File: src/rtl/tron_draw_scheduler_if.sv
// Bundle for the draw scheduler: game-side requests in, acks/status and the
// vga_adapter write port out.
//   master : game/timer side (drives tick, clear_req, player requests)
//   slave  : the scheduler (drives acks, status and vga_* write port)
interface tron_draw_scheduler_if #(
  parameter int unsigned X_W = 8,
  parameter int unsigned Y_W = 7
);
  logic           tick;
  logic           clear_req;
  logic           p1_req;
  logic [X_W-1:0] p1_x;
  logic [Y_W-1:0] p1_y;
  logic [2:0]     p1_colour;
  logic           p1_ack;
  logic           p2_req;
  logic [X_W-1:0] p2_x;
  logic [Y_W-1:0] p2_y;
  logic [2:0]     p2_colour;
  logic           p2_ack;
  logic [X_W-1:0] vga_x;
  logic [Y_W-1:0] vga_y;
  logic [2:0]     vga_colour;
  logic           vga_plot;
  logic           busy;
  logic           clear_done;
  logic           tick_miss;

  modport master (
    output tick, clear_req,
    output p1_req, p1_x, p1_y, p1_colour,
    output p2_req, p2_x, p2_y, p2_colour,
    input  p1_ack, p2_ack,
    input  vga_x, vga_y, vga_colour, vga_plot,
    input  busy, clear_done, tick_miss
  );

  modport slave (
    input  tick, clear_req,
    input  p1_req, p1_x, p1_y, p1_colour,
    input  p2_req, p2_x, p2_y, p2_colour,
    output p1_ack, p2_ack,
    output vga_x, vga_y, vga_colour, vga_plot,
    output busy, clear_done, tick_miss
  );
endinterface

File: src/rtl/tron_draw_scheduler.sv
// tron_draw_scheduler
// Sole owner of the vga_adapter write port. Shares it between a full-screen
// clear sweep and two players. Each game tick serves the pending player
// writes, alternating which player goes first; a pending clear request
// instead sweeps the whole frame to CLEAR_COLOUR.
// Ports:
//   clk    : system clock
//   resetn : asynchronous active-low reset
//   bus    : slave side of tron_draw_scheduler_if
//            in : tick, clear_req, p{1,2}_req/x/y/colour
//            out: p{1,2}_ack, vga_x/y/colour/plot, busy, clear_done, tick_miss
// All bus outputs are registered; a plot decided in state S appears on the
// vga_* lines in the cycle after S is entered.
module tron_draw_scheduler #(
  parameter int unsigned SCREEN_W     = 160,
  parameter int unsigned SCREEN_H     = 120,
  parameter int unsigned X_W          = 8,
  parameter int unsigned Y_W          = 7,
  parameter logic [2:0]  CLEAR_COLOUR = 3'b000
) (
  input logic                  clk,
  input logic                  resetn,
  tron_draw_scheduler_if.slave bus
);

  localparam logic [X_W-1:0] XLast = X_W'(SCREEN_W - 1);
  localparam logic [Y_W-1:0] YLast = Y_W'(SCREEN_H - 1);

  typedef enum logic [1:0] {
    StIdle,
    StClear,
    StFirst,
    StSecond
  } state_e;

  state_e         state_q, state_d;
  logic           clr_pend_q, clr_pend_d;
  // 0: player 1 is served first on the next pass, 1: player 2 first
  logic           first_p2_q, first_p2_d;
  logic [X_W-1:0] cnt_x_q, cnt_x_d;
  logic [Y_W-1:0] cnt_y_q, cnt_y_d;

  logic [X_W-1:0] vga_x_q, vga_x_d;
  logic [Y_W-1:0] vga_y_q, vga_y_d;
  logic [2:0]     vga_colour_q, vga_colour_d;
  logic           vga_plot_q, vga_plot_d;
  logic           p1_ack_q, p1_ack_d;
  logic           p2_ack_q, p2_ack_d;
  logic           tick_miss_q, tick_miss_d;
  // Marks the cycle the final sweep pixel is on the bus; clear_done follows it
  logic           sweep_end_q, sweep_end_d;
  logic           clear_done_q, clear_done_d;

  logic           p1_in_bounds, p2_in_bounds;
  logic           sel_p2;
  logic           sel_req, sel_in_bounds;
  logic [X_W-1:0] sel_x;
  logic [Y_W-1:0] sel_y;
  logic [2:0]     sel_colour;

  assign p1_in_bounds = (32'(bus.p1_x) < SCREEN_W) && (32'(bus.p1_y) < SCREEN_H);
  assign p2_in_bounds = (32'(bus.p2_x) < SCREEN_W) && (32'(bus.p2_y) < SCREEN_H);

  // FIRST serves the player named by first_p2_q, SECOND serves the other one
  assign sel_p2        = (state_q == StSecond) ? ~first_p2_q : first_p2_q;
  assign sel_req       = sel_p2 ? bus.p2_req      : bus.p1_req;
  assign sel_in_bounds = sel_p2 ? p2_in_bounds    : p1_in_bounds;
  assign sel_x         = sel_p2 ? bus.p2_x        : bus.p1_x;
  assign sel_y         = sel_p2 ? bus.p2_y        : bus.p1_y;
  assign sel_colour    = sel_p2 ? bus.p2_colour   : bus.p1_colour;

  // State register
  always_ff @(posedge clk or negedge resetn) begin
    if (!resetn) begin
      state_q <= StIdle;
    end else begin
      state_q <= state_d;
    end
  end

  // Next-state and registered-output decode
  always_comb begin
    state_d      = state_q;
    // A clear request arriving mid-sweep is dropped
    clr_pend_d   = clr_pend_q | (bus.clear_req && (state_q != StClear));
    first_p2_d   = first_p2_q;
    cnt_x_d      = cnt_x_q;
    cnt_y_d      = cnt_y_q;
    vga_x_d      = vga_x_q;
    vga_y_d      = vga_y_q;
    vga_colour_d = vga_colour_q;
    vga_plot_d   = 1'b0;
    p1_ack_d     = 1'b0;
    p2_ack_d     = 1'b0;
    tick_miss_d  = bus.tick && (state_q != StIdle);
    sweep_end_d  = 1'b0;
    clear_done_d = sweep_end_q;

    case (state_q)
      StIdle: begin
        // clr_pend_q is registered, so a clear_req coinciding with this tick
        // is only seen by the next one
        if (bus.tick) begin
          if (clr_pend_q) begin
            state_d = StClear;
            cnt_x_d = '0;
            cnt_y_d = '0;
          end else begin
            state_d = StFirst;
          end
        end
      end

      StClear: begin
        vga_plot_d   = 1'b1;
        vga_x_d      = cnt_x_q;
        vga_y_d      = cnt_y_q;
        vga_colour_d = CLEAR_COLOUR;
        if (cnt_x_q == XLast) begin
          cnt_x_d = '0;
          if (cnt_y_q == YLast) begin
            cnt_y_d     = '0;
            state_d     = StIdle;
            clr_pend_d  = 1'b0;
            first_p2_d  = 1'b0;
            sweep_end_d = 1'b1;
          end else begin
            cnt_y_d = cnt_y_q + Y_W'(1);
          end
        end else begin
          cnt_x_d = cnt_x_q + X_W'(1);
        end
      end

      StFirst, StSecond: begin
        if (sel_req) begin
          p1_ack_d = ~sel_p2;
          p2_ack_d = sel_p2;
          // Off-screen pixels are consumed but never reach the adapter
          if (sel_in_bounds) begin
            vga_plot_d   = 1'b1;
            vga_x_d      = sel_x;
            vga_y_d      = sel_y;
            vga_colour_d = sel_colour;
          end
        end
        if (state_q == StFirst) begin
          state_d = StSecond;
        end else begin
          state_d    = StIdle;
          first_p2_d = ~first_p2_q;
        end
      end

      default: begin
        state_d = StIdle;
      end
    endcase
  end

  // Bookkeeping and output registers
  always_ff @(posedge clk or negedge resetn) begin
    if (!resetn) begin
      clr_pend_q   <= 1'b0;
      first_p2_q   <= 1'b0;
      cnt_x_q      <= '0;
      cnt_y_q      <= '0;
      vga_x_q      <= '0;
      vga_y_q      <= '0;
      vga_colour_q <= '0;
      vga_plot_q   <= 1'b0;
      p1_ack_q     <= 1'b0;
      p2_ack_q     <= 1'b0;
      tick_miss_q  <= 1'b0;
      sweep_end_q  <= 1'b0;
      clear_done_q <= 1'b0;
    end else begin
      clr_pend_q   <= clr_pend_d;
      first_p2_q   <= first_p2_d;
      cnt_x_q      <= cnt_x_d;
      cnt_y_q      <= cnt_y_d;
      vga_x_q      <= vga_x_d;
      vga_y_q      <= vga_y_d;
      vga_colour_q <= vga_colour_d;
      vga_plot_q   <= vga_plot_d;
      p1_ack_q     <= p1_ack_d;
      p2_ack_q     <= p2_ack_d;
      tick_miss_q  <= tick_miss_d;
      sweep_end_q  <= sweep_end_d;
      clear_done_q <= clear_done_d;
    end
  end

  assign bus.vga_x      = vga_x_q;
  assign bus.vga_y      = vga_y_q;
  assign bus.vga_colour = vga_colour_q;
  assign bus.vga_plot   = vga_plot_q;
  assign bus.p1_ack     = p1_ack_q;
  assign bus.p2_ack     = p2_ack_q;
  assign bus.tick_miss  = tick_miss_q;
  assign bus.clear_done = clear_done_q;
  assign bus.busy       = (state_q != StIdle);

endmodule

File: src/flat_wrapper.sv
// flat-port wrapper written by rule: the top's interface ports become plain ports
module tron_draw_scheduler_flat 
#(
  parameter int unsigned SCREEN_W     = 160,
  parameter int unsigned SCREEN_H     = 120,
  parameter int unsigned X_W          = 8,
  parameter int unsigned Y_W          = 7,
  parameter logic [2:0]  CLEAR_COLOUR = 3'b000
)
  (clk, resetn, bus_tick, bus_clear_req, bus_p1_req, bus_p1_x, bus_p1_y, bus_p1_colour, bus_p2_req, bus_p2_x, bus_p2_y, bus_p2_colour, bus_p1_ack, bus_p2_ack, bus_vga_x, bus_vga_y, bus_vga_colour, bus_vga_plot, bus_busy, bus_clear_done, bus_tick_miss);
  tron_draw_scheduler_if #(.X_W(X_W), .Y_W(Y_W)) bus_i ();
  input logic clk;
  input logic resetn;
  input wire logic [$bits(bus_i.tick)-1:0] bus_tick;
  input wire logic [$bits(bus_i.clear_req)-1:0] bus_clear_req;
  input wire logic [$bits(bus_i.p1_req)-1:0] bus_p1_req;
  input wire logic [$bits(bus_i.p1_x)-1:0] bus_p1_x;
  input wire logic [$bits(bus_i.p1_y)-1:0] bus_p1_y;
  input wire logic [$bits(bus_i.p1_colour)-1:0] bus_p1_colour;
  input wire logic [$bits(bus_i.p2_req)-1:0] bus_p2_req;
  input wire logic [$bits(bus_i.p2_x)-1:0] bus_p2_x;
  input wire logic [$bits(bus_i.p2_y)-1:0] bus_p2_y;
  input wire logic [$bits(bus_i.p2_colour)-1:0] bus_p2_colour;
  output wire logic [$bits(bus_i.p1_ack)-1:0] bus_p1_ack;
  output wire logic [$bits(bus_i.p2_ack)-1:0] bus_p2_ack;
  output wire logic [$bits(bus_i.vga_x)-1:0] bus_vga_x;
  output wire logic [$bits(bus_i.vga_y)-1:0] bus_vga_y;
  output wire logic [$bits(bus_i.vga_colour)-1:0] bus_vga_colour;
  output wire logic [$bits(bus_i.vga_plot)-1:0] bus_vga_plot;
  output wire logic [$bits(bus_i.busy)-1:0] bus_busy;
  output wire logic [$bits(bus_i.clear_done)-1:0] bus_clear_done;
  output wire logic [$bits(bus_i.tick_miss)-1:0] bus_tick_miss;
  assign bus_i.tick = bus_tick;
  assign bus_i.clear_req = bus_clear_req;
  assign bus_i.p1_req = bus_p1_req;
  assign bus_i.p1_x = bus_p1_x;
  assign bus_i.p1_y = bus_p1_y;
  assign bus_i.p1_colour = bus_p1_colour;
  assign bus_i.p2_req = bus_p2_req;
  assign bus_i.p2_x = bus_p2_x;
  assign bus_i.p2_y = bus_p2_y;
  assign bus_i.p2_colour = bus_p2_colour;
  assign bus_p1_ack = bus_i.p1_ack;
  assign bus_p2_ack = bus_i.p2_ack;
  assign bus_vga_x = bus_i.vga_x;
  assign bus_vga_y = bus_i.vga_y;
  assign bus_vga_colour = bus_i.vga_colour;
  assign bus_vga_plot = bus_i.vga_plot;
  assign bus_busy = bus_i.busy;
  assign bus_clear_done = bus_i.clear_done;
  assign bus_tick_miss = bus_i.tick_miss;
  tron_draw_scheduler #(.SCREEN_W(SCREEN_W), .SCREEN_H(SCREEN_H), .X_W(X_W), .Y_W(Y_W), .CLEAR_COLOUR(CLEAR_COLOUR)) u_core (.clk(clk), .resetn(resetn), .bus(bus_i));
endmodule
File: config.mk
export PLATFORM = sky130hd
export DESIGN_NAME = tron_draw_scheduler_flat
export DESIGN_NICKNAME = d
export VERILOG_FILES = /design/src/rtl/tron_draw_scheduler_if.sv /design/src/rtl/tron_draw_scheduler.sv /design/src/flat_wrapper.sv
export SDC_FILE = /design/constraint.sdc
export NUM_CORES = 1
export LEC_CHECK = 0
export ABC_CLOCK_PERIOD_IN_PS = 1700
export BUFFER_PORTS_ARGS = -buffer_cell sky130_fd_sc_hd__buf_2
export CORE_MARGIN = 2
export CORE_UTILIZATION = 48
export DETAILED_ROUTE_END_ITERATION = 6
export PLACE_DENSITY = 0.76
export RECOVER_POWER = 25
export SYNTH_ARGS = -nofsm -noshare
export SYNTH_HDL_FRONTEND = slang
export SYNTH_SLANG_ARGS = --single-unit
File: constraint.sdc
create_clock -name clk -period 1.7 [get_ports clk]
set_input_delay 0.085 -clock clk [delete_from_list [all_inputs] [get_ports clk]]
set_output_delay 0.085 -clock clk [all_outputs]
set_load 0.02 [all_outputs]
[After elaboration in Yosys (flattened, before gate mapping)]
Cells that the tools add are included.
Word-level totals
  memory bits (read-only): 0
  logic and storage cells: 97
  input port bits: 42
  memories: 0
  output and inout port bits: 24
  RAM bits: 0
  register bits after elaboration: 43
  bits in latches: 0
Cells by class
  reductions and logical operators: 14
  add/subtract/negate cells: 2
  multiplexer cells: 47
  multiply operators: 0
  shift-type cells: 0
  divide/modulo/power cells: 0
  $lt $le $gt $ge: 4
  equality and inequality tests: 13
  bitwise gates (word level): 3
Operators with widths (count)
  $mux 7: 7
  $mux 8: 6
  $pmux 8 s2: 2
  $pmux 7 s2: 2
  $mux 1: 18
  $lt 8x8->1 const B: 2
  $lt 7x7->1 const B: 2
  $ne 2x1->1 const B: 6
  $mux 2: 5
  $mux 3: 3
  $reduce_and 3->1: 3
  $add 8x1->8 const B: 1
  $eq 8x8->1 const B: 1
  $reduce_and 4->1: 2
  $add 7x1->7 const B: 1
  $eq 7x7->1 const B: 1
  $pmux 2 s3: 1
  $pmux 3 s2: 1
  $reduce_bool 2->1: 3
  $eq 2x2->1 const B: 2
  $logic_and 1x1->1: 4
  $ne 2x2->1 const B: 2
  $pmux 1 s2: 2
  $eq 2x1->1 const B: 1
  other kinds (4): 5

[Longest topological paths before layout]
Gate-level depths: netlist of the first run.
  depth in word-level cells: 6
  depth in mapped cells: 6
  gate-level depth less buffers: 5

[Worst setup path before layout of the first run]
No wires, ideal clock.
  path type: reg2reg
  start: register u_core.first_p2_q
  end: register u_core.vga_y_q[3] (netlist: u_core.bus.vga_y[3])
  stages on the path, launching flop included: 6
  setup slack: -119 ps
  library setup time: 128 ps
  arrival time: 1692 ps
  clock period less this slack: 1819 ps
  data required time: 1572 ps
  buffers on the path: 1
  cells stage by stage: dfrtp_1 xnor2_2 or4_1 buf_2 nand3_2 mux2_1
Between the ends
  longest elaborated chain between the ends: 6
  elaborated cells on any way between the ends: 11
  those cells by class: eq/ne: 2; mux: 7; bitwise: 1; reduce/logical: 1
RTL lines
  start, declared: line tron_draw_scheduler.sv:39  | logic first_p2_q, first_p2_d;
  start signal, assigned: line tron_draw_scheduler.sv:179  | first_p2_q <= first_p2_d;
  $not 1->1: line tron_draw_scheduler.sv:65  | assign sel_p2 = (state_q == StSecond) ? ~first_p2_q : first_p2_q;
  $mux 1 (*): line tron_draw_scheduler.sv:65
  $mux 7: line tron_draw_scheduler.sv:69  | assign sel_y = sel_p2 ? bus.p2_y : bus.p1_y;
  $mux 7: line tron_draw_scheduler.sv:140  | if (sel_in_bounds) begin
  $mux 7: line tron_draw_scheduler.sv:136  | if (sel_req) begin
  $pmux 7 s2: line tron_draw_scheduler.sv:99  | case (state_q)
  end signal, assigned: line tron_draw_scheduler.sv:183  | vga_y_q <= vga_y_d;
  end, declared: line tron_draw_scheduler.sv:44  | logic [Y_W-1:0] vga_y_q, vga_y_d;
Mark *: on every way between the ends. The rest lies on a longest branch, timed or not. The select of a mux whose other input is x is not followed.
A chain may end at the register's enable or synchronous reset.

[Final worst setup path of the first run]
  start: register u_core.state_q[1]
  end: register u_core.vga_y_q[5] (netlist: u_core.bus.vga_y[5])
Between the ends
  longest elaborated chain between the ends: 6
  elaborated cells on any way between the ends: 15
  those cells by class: eq/ne: 5; mux: 7; reduce/logical: 3
RTL lines
  start, declared: line tron_draw_scheduler.sv:36  | state_e state_q, state_d;
  start signal, assigned: line tron_draw_scheduler.sv:75  | state_q <= StIdle;
  start signal, assigned: line tron_draw_scheduler.sv:77  | state_q <= state_d;
  $eq 2x2->1: line tron_draw_scheduler.sv:65, tron_draw_scheduler.sv:99
  $mux 1: line tron_draw_scheduler.sv:65
  $mux 7: line tron_draw_scheduler.sv:69
  $mux 7: line tron_draw_scheduler.sv:140
  $mux 7: line tron_draw_scheduler.sv:136
  $pmux 7 s2: line tron_draw_scheduler.sv:99
Parallel ways exist; a longest one is shown, timed or not. The select of a mux whose other input is x is not followed.

==> results of run 1 <==
==> cells by family after synthesis <==
kind of cell	after synthesis
AO/OA/AOI/OAI	64
XOR/XNOR	4
multiplexers	21
flip-flops	43
adder cells (fa/ha/maj)	2
AND/OR/NAND/NOR	102
buffers and inverters	21
==> layout by cell type, fill, tap and decap left out, types with 2 or more instances in the layout <==
master,n
buf_2,64
dfrtp_1,43
buf_4,28
nor2_1,16
mux2i_1,16
and2_1,14
a21oi_1,13
o21ai_0,12
nand3b_1,12
nand2_1,11
nand4b_1,11
a41oi_2,11
nand3_1,9
nand4_1,5
a31oi_1,5
clkbuf_8,5
o211ai_1,4
mux2_1,4
and3_1,3
a32o_1,3
xnor2_1,3
nor3_1,3
a22o_1,3
or2_2,2
nor2b_1,2
nor3b_1,2
a311o_1,2
nor4_1,2
a31o_2,2
inv_1,2
a21o_1,2
ha_1,2
clkbuf_16,2
buf_12,2
==> metrics by stage <==
stage / setup WS (ns) / util [%] / std cells / instance area [um^2] / setup TNS [ns]
floorplan: -0.108 / - / 257 / 2580 / -1.28
global placement: -0.102 / 61.0 / 401 / 3140 / -0.918
detailed placement: -0.159 / 61.0 / 401 / 3140 / -1.60
CTS: -0.0174 / 64.1 / 411 / 3290 / -0.0484
global route: -0.114 / 66.4 / 416 / 3410 / -1.52
finish: -0.0696 / 66.4 / 416 / 3410 / -0.413
==> final cells by class <==
| cell class | instances | area, um^2 |
|---|---|---|
| repair buffers | 100 | 667 |
| clock inverters | 3 | 43.8 |
| well taps | 70 | 87.6 |
| flip-flops and latches | 43 | 1080 |
| multi-input cells | 193 | 1460 |
| clock buffers | 5 | 68.8 |
| fillers | 414 | 1730 |
| inverters | 2 | 7.51 |
==> state kept, by name, summed over array words and instances, names as in the netlist <==
signal,count
u_core.bus.clear_done,1
u_core.bus.p1_ack,1
u_core.bus.p2_ack,1
u_core.bus.tick_miss,1
u_core.bus.vga_colour,3
u_core.bus.vga_plot,1
u_core.bus.vga_x,8
u_core.bus.vga_y,7
u_core.clear_done_d,1
u_core.clr_pend_q,1
u_core.cnt_x_q,8
u_core.cnt_y_q,7
u_core.first_p2_q,1
u_core.state_q,2
==> critical path, delay by kind of cell (launching register included) <==
kind          cells  cell delay (ns)
flops             1             0.43
simple gates      3             0.88
mux               1             0.33
==> power breakdown <==
group / switching, uW / internal, uW / total (uW)
Sequential: 181 / 1190 / 1370
Clock: 391 / 438 / 829
Combinational: 427 / 386 / 813
Total: 999 / 2010 / 3010
==> cell usage after synthesis (all sizes together) (2+ instances only) <==
library cell	number	area share, %
nor3	4	0.78
inv	2	0.29
nor2b	2	0.49
dfrtp	43	42
a31oi	6	1.5
or2	2	0.49
a21bo	2	0.78
a31o	2	0.68
a32o	3	1.2
nand2b	2	0.49
mux2	4	1.8
a22o	3	1.0
xnor2	4	1.7
ha	2	0.98
a21o	2	0.59
a21oi	14	2.7
nand4	5	1.2
a21boi	2	0.59
o211ai	4	1.2
and2	14	3.4
nand3	10	2.1
mux2i	17	6.6
nand2	11	1.6
a311o	2	0.78
clkbuf	15	2.2
a41oi	11	6.1
nor4	2	0.49
buf	4	1.0
nand4b	11	3.8
nor2	18	2.6
and3	3	0.73
nand3b	12	3.5
o21ai	12	2.3
nor3b	2	0.59
==> routing by layer <==
layer  global-route usage, %  vias to the layer above
li1                        -                     1148
met1                    30.6                     1168
met2                    37.5                      103
met3                    5.41                       11
met4                    6.79                        0
met5                       0                        -
==> worst max-delay path by stage <==
stage | to | slack [ns] | depth (start not counted)
after floorplan | u_core.bus.vga_y[3] | -0.11 | 5
after global placement | u_core.bus.vga_x[0] | -0.10 | 5
after detailed placement | u_core.bus.vga_x[1] | -0.16 | 5
after CTS | u_core.bus.vga_x[1] | -0.02 | 5
after global routing | u_core.bus.vga_x[4] | -0.11 | 5
final | u_core.bus.vga_y[5] | -0.07 | 4
==> what timing repair did <==
item,in CTS,in global routing
endpoints found under the setup margin,18,26
gates resized for setup,1,13
gates cloned,1,2
hold buffers,1,0
endpoints found under the hold margin,14,0
pin swaps,1,20
buffers inserted,0,3
==> impl_metrics.py, run 1 <==
metrics = {
    "sta": {
        "timing.hold.ws_ns": 0.0238,
        "finalMaxSlewViolations": 0,
        "finalSetupViolations": 15,
        "final.setup_skew_ns": 0.0166,
        "final_critical_path_setup_slack_ns": -0.0696,
        "finalHoldViolCount": 0,
        "final.period_utilization_pct": 104,
        "grt_setup_unrepaired": "true",
        "max_slew_margin_pct": 34.2,
        "tightest_slew_ns": 0.987,
        "max_clock_freq_ghz": 0.565,
        "timing.final.crit_period_ns": 1.77,
    },
    "synth": {
        "syn-instance-count": 257,
        "synth-compound-area-share_pct": 19.7,
        "yosys.cell_types.count": 44,
        "yosysWarnings": 0,
        "dominantRegCellSynth": "dfrtp_1",
        "post_synth_and_or_nand_nor_area_fraction_pct": 23.7,
        "multiplexer_share_of_the_synthesized_area_pct": 8.40,
        "synth.net_count": 301,
        "synth.cell_area_um2": 2560,
        "synth_seq_area_share_pct": 42.0,
        "synth_top_family_by_area": "simple AND/OR/NAND/NOR gates",
        "synth_xor_area_share_pct": 1.66,
        "avgSynthCellArea_um2": 9.97,
        "synth-edff-count": 0,
        "yosys.area_share.adder_pct": 0.977,
        "async_flop_share_pct": 100,
        "synth_seq_cells": 43,
    },
    "clocking": {
        "inserted_clock_buffers": 5,
        "tritoncts": "yes",
        "htree_levels": 2,
        "clk-insertion-delay-late_ns": 0.31,
        "cts-root-to-sink-buffers": 2,
        "cts.clk_slew.worst_paths_ns": 0.09,
        "root_buffer": "clkbuf_8",
        "cts_sinks": 43,
    },
    "grt": {
        "grt_pass1_wl_mm": 11.0,
        "maximum_number_of_pins_on_one_net_before_global_route_repair": 34,
        "gr_overflow_total": 0,
        "initial_antenna_violation_count": 0,
        "first_global_vias": 2293,
        "groute.usage.overall_pct": 23.0,
    },
    "detailed_routing": {
        "drt-total-wl_mm": 6.87,
        "detail-route-antenna-nets": 0,
        "route.detailed.vias_per_inst": 5.84,
        "post-route-drc-count": 0,
        "route.detailed.wl_per_inst_um": 16.5,
        "first_iter_violations": 74,
        "metal1_wirelength_mm": 2.92,
        "first_pass_iters": 4,
        "detailroute.wirelength.met2_mm": 3.42,
        "detailroute.wirelength.met3_um": 443,
        "route.vias.total": 2430,
        "routed.top_layer": "met4",
    },
    "setup_path": {
        "worstPathRequired_ns": 1.89,
        "crit_chain": "nand2_1 -> or4_4 -> nand3_4 -> mux2_1",
        "timing.critical_path.fanout_max": 6,
        "critical_path.startpoint": "u_core.state_q[1]",
        "worst_r2r_endpoint": "u_core.bus.vga_y[5]",
        "regToRegSetupSlack_ns": -0.07,
        "end_kind": "flip-flop",
        "reg2reg_depth": 4,
        "start_kind": "flip-flop",
        "timing.critical_path.slowest_stage_cell": "or4_4",
        "cp_slowest_stage_delay_ns": 0.64,
        "crit_path_category": "reg -> reg",
        "worstPathArrival_ns": 1.95,
        "rr_startpoint": "u_core.state_q[1]",
    },
    "place": {
        "gp_routability_congestion": 0.960,
        "portBuffers": 65,
        "place.detailed.hpwl_mm": 4.63,
    },
    "final_layout": {
        "nNetsFinal": 389,
        "fraction_of_final_layout_cells_with_drive_strength_greater_than_1_pct": 38.2,
        "syn_to_final_growth_pct": 33.2,
        "insertedDiodeCount": 0,
    },
    "run_status": {
        "violations": "setup timing",
        "status": "finished, violations left",
    },
    "power": {
        "max-vdd-ir-drop_mv": 0.508,
        "static-leakage-power_uw": 0.00163,
        "power.total_uw": 3010,
        "pwr_density_cell_nw_per_um2": 882,
    },
    "floorplan": {
        "initial_core_util_pct": 49.9,
        "dieWidth_um": 77.1,
        "rows": 26,
        "core_region_area_um2": 5140,
        "chipHeight_um": 77.1,
        "io_pins": 66,
        "die_area_um2": 5940,
    },
    "min_path": {
        "holdPathEnd": "u_core.clr_pend_q",
        "worstHoldPathCells": 3,
        "hold_path.startpoint": "bus_clear_req",
        "worstHoldPathType": "in -> reg",
    },
    "flow_run": {
        "drv_cap": 0,
    },
}
No activity file was read; power rests on OpenSTA's default activity.
==> run 2, diff against run 1 <==
--- a/config.mk
+++ b/config.mk
@@ -10,8 +10,9 @@
 export CORE_MARGIN = 2
 export CORE_UTILIZATION = 48
 export DETAILED_ROUTE_END_ITERATION = 6
-export PLACE_DENSITY = 0.76
+export PLACE_DENSITY_LB_ADDON = 0.25
 export RECOVER_POWER = 25
+export SETUP_SLACK_MARGIN = 0.4
 export SYNTH_ARGS = -nofsm -noshare
 export SYNTH_HDL_FRONTEND = slang
 export SYNTH_SLANG_ARGS = --single-unit
==> impl_metrics.py, run 2 (synthesis gave the netlist of run 1 again) <==
metrics = {
    "run_status": {
        "status": "finished, violations left",
        "violations": "setup timing",
    },
    "setup_path": {
        "worst_setup_path_endpoint": "u_core.bus.vga_y[0]",
        "crit_path_category": "reg -> reg",
        "crit_chain": "xnor2_2 -> or4_4 -> clkbuf_16 -> a41oi_2 -> nand3b_1",
        "worstPathRequired_ns": 1.88,
        "timing.critical_path.fanout_max": 6,
        "rr_startpoint": "u_core.state_q[0]",
        "worst_r2r_endpoint": "u_core.bus.vga_y[0]",
        "regToRegSetupSlack_ns": -0.14,
        "worstPathArrival_ns": 2.02,
        "end_kind": "flip-flop",
        "start_kind": "flip-flop",
        "critical_path.startpoint": "u_core.state_q[0]",
        "timing.critical_path.slowest_stage_cell": "or4_4",
        "cp_slowest_stage_delay_ns": 0.66,
        "reg2reg_depth": 5,
    },
    "detailed_routing": {
        "first_pass_iters": 4,
        "post-route-drc-count": 0,
        "detail-route-antenna-nets": 0,
        "route.vias.total": 2512,
        "first_iter_violations": 199,
        "route.detailed.wl_per_inst_um": 18.1,
        "drt-total-wl_mm": 7.65,
        "route.detailed.vias_per_inst": 5.95,
    },
    "clocking": {
        "cts-root-to-sink-buffers": 2,
        "cts.clk_slew.worst_paths_ns": 0.08,
        "tritoncts": "yes",
        "root_buffer": "clkbuf_8",
        "cts_sinks": 43,
        "htree_levels": 2,
        "inserted_clock_buffers": 5,
        "clk-insertion-delay-late_ns": 0.30,
    },
    "place": {
        "dpl.cell_count": 398,
        "portBuffers": 65,
        "placement.setup.worst_slack_ns": -0.177,
        "place.detailed.hpwl_mm": 4.74,
        "gp_routability_congestion": 0.849,
        "dpl_cell_area_um2": 3170,
    },
    "floorplan": {
        "chipHeight_um": 77.1,
        "rows": 26,
        "core_region_area_um2": 5140,
        "io_pins": 66,
        "die_area_um2": 5940,
        "initial_core_util_pct": 49.9,
        "dieWidth_um": 77.1,
    },
    "grt": {
        "gr_overflow_total": 0,
        "maximum_number_of_pins_on_one_net_before_global_route_repair": 35,
        "groute.layer.met2.usage_pct": 40.0,
        "first_global_vias": 2378,
        "grt_pass1_wl_mm": 11.7,
        "global_route.usage.met3_pct": 3.29,
        "globalRouteMet1Util_pct": 34.3,
        "initial_antenna_violation_count": 0,
        "groute.usage.overall_pct": 24.6,
        "busiest_layer": "met2",
    },
    "sta": {
        "final_critical_path_setup_slack_ns": -0.141,
        "max_clock_freq_ghz": 0.543,
        "finalSetupViolations": 20,
        "finalHoldViolCount": 0,
        "final.setup_skew_ns": 0.00545,
        "finalMaxSlewViolations": 0,
        "tightest_slew_ns": 0.904,
        "final.period_utilization_pct": 108,
        "grt_setup_unrepaired": "true",
        "max_slew_margin_pct": 39.7,
        "timing.final.crit_period_ns": 1.84,
    },
    "final_layout": {
        "syn_to_final_growth_pct": 44.1,
        "multi_input_comb_area_um2": 1600,
        "highest_count_cells_in_the_layout_ignoring_fill_and_taps": "buf_2 (63), dfrtp_1 (43), buf_4 (24)",
        "layoutNonFillerInstCount": 422,
        "nNetsFinal": 395,
        "layout_commonest_cell": "buf_2",
        "register_area_um2": 1080,
        "fraction_of_final_layout_cells_with_drive_strength_greater_than_1_pct": 45.2,
        "fill_cells": 382,
        "insertedDiodeCount": 0,
        "finalCoreUtilization_pct": 71.9,
        "post-route-cell-area_um2": 3690,
    },
    "power": {
        "pwr_density_cell_nw_per_um2": 813,
        "power.total_uw": 3000,
        "static-leakage-power_uw": 0.00175,
        "max-vdd-ir-drop_mv": 0.668,
    },
    "flow_run": {
        "drv_cap": 0,
    },
    "min_path": {
        "worstHoldPathType": "in -> reg",
    },
}
[run 2: worst min-delay path by stage]
stage | startpoint | endpoint | slack, ns | cells past startpoint
after CTS | bus_clear_req | u_core.clr_pend_q | 0.03 | 3
after floorplan | resetn | u_core.bus.clear_done | -0.21 | 0
after detailed placement | resetn | u_core.bus.vga_x[3] | 0.02 | 1
after global routing | bus_p2_req | u_core.bus.p2_ack | 0.04 | 3
final | bus_clear_req | u_core.clr_pend_q | 0.04 | 3
after global placement | resetn | u_core.bus.vga_x[3] | 0.03 | 1
[run 2: final cells by class]
type	instances	area share, %
clock buffers	7	2.61
clock inverters	1	0.203
inverters	2	0.203
multi-input cells	193	43.4
flip-flops and latches	43	29.1
well taps	70	2.37
repair buffers	106	22.1
[run 2: stage by stage]
step / setup TNS (ns) / hold slack (ns)
3_5_place_dp: -2.07 / 0.0177
2_1_floorplan: -1.27 / -0.211
5_1_grt: -2.28 / 0.0391
6_report: -1.76 / 0.0385
4_1_cts: -0.788 / 0.0271
3_3_place_gp: -1.02 / 0.0265
[run 2: layer usage]
| layer | up-vias | routed length, um |
|---|---|---|
| met5 | - | 0 |
| met2 | 84 | 3920 |
| met1 | 1255 | 3260 |
| met4 | 0 | 109 |
| li1 | 1162 | - |
| met3 | 11 | 361 |
[run 2: timing repair]
| item | CTS | global route |
|---|---|---|
| endpoints found under the hold margin | 15 | 0 |
| setup buffers | 8 | 2 |
| pin swaps | 9 | 31 |
| gates cloned | 3 | 2 |
| hold buffers | 1 | 0 |
| endpoints found under the setup margin | 39 | 40 |
| resized for setup | 36 | 13 |
[run 2: power breakdown]
group | total, uW | switching [uW] | internal, uW
registers | 1400 | 212 | 1190
clock network | 730 | 361 | 370
logic | 874 | 467 | 408
total | 3000 | 1040 | 1960
[run 2: critical path: cells and delay by family, from the launching register on]
kind	cells	cell delay, ns
AO/OA/AOI/OAI	1	0.17
XOR/XNOR	1	0.16
buffers and inverters	1	0.21
flip-flops	1	0.42
AND/OR/NAND/NOR	2	0.76
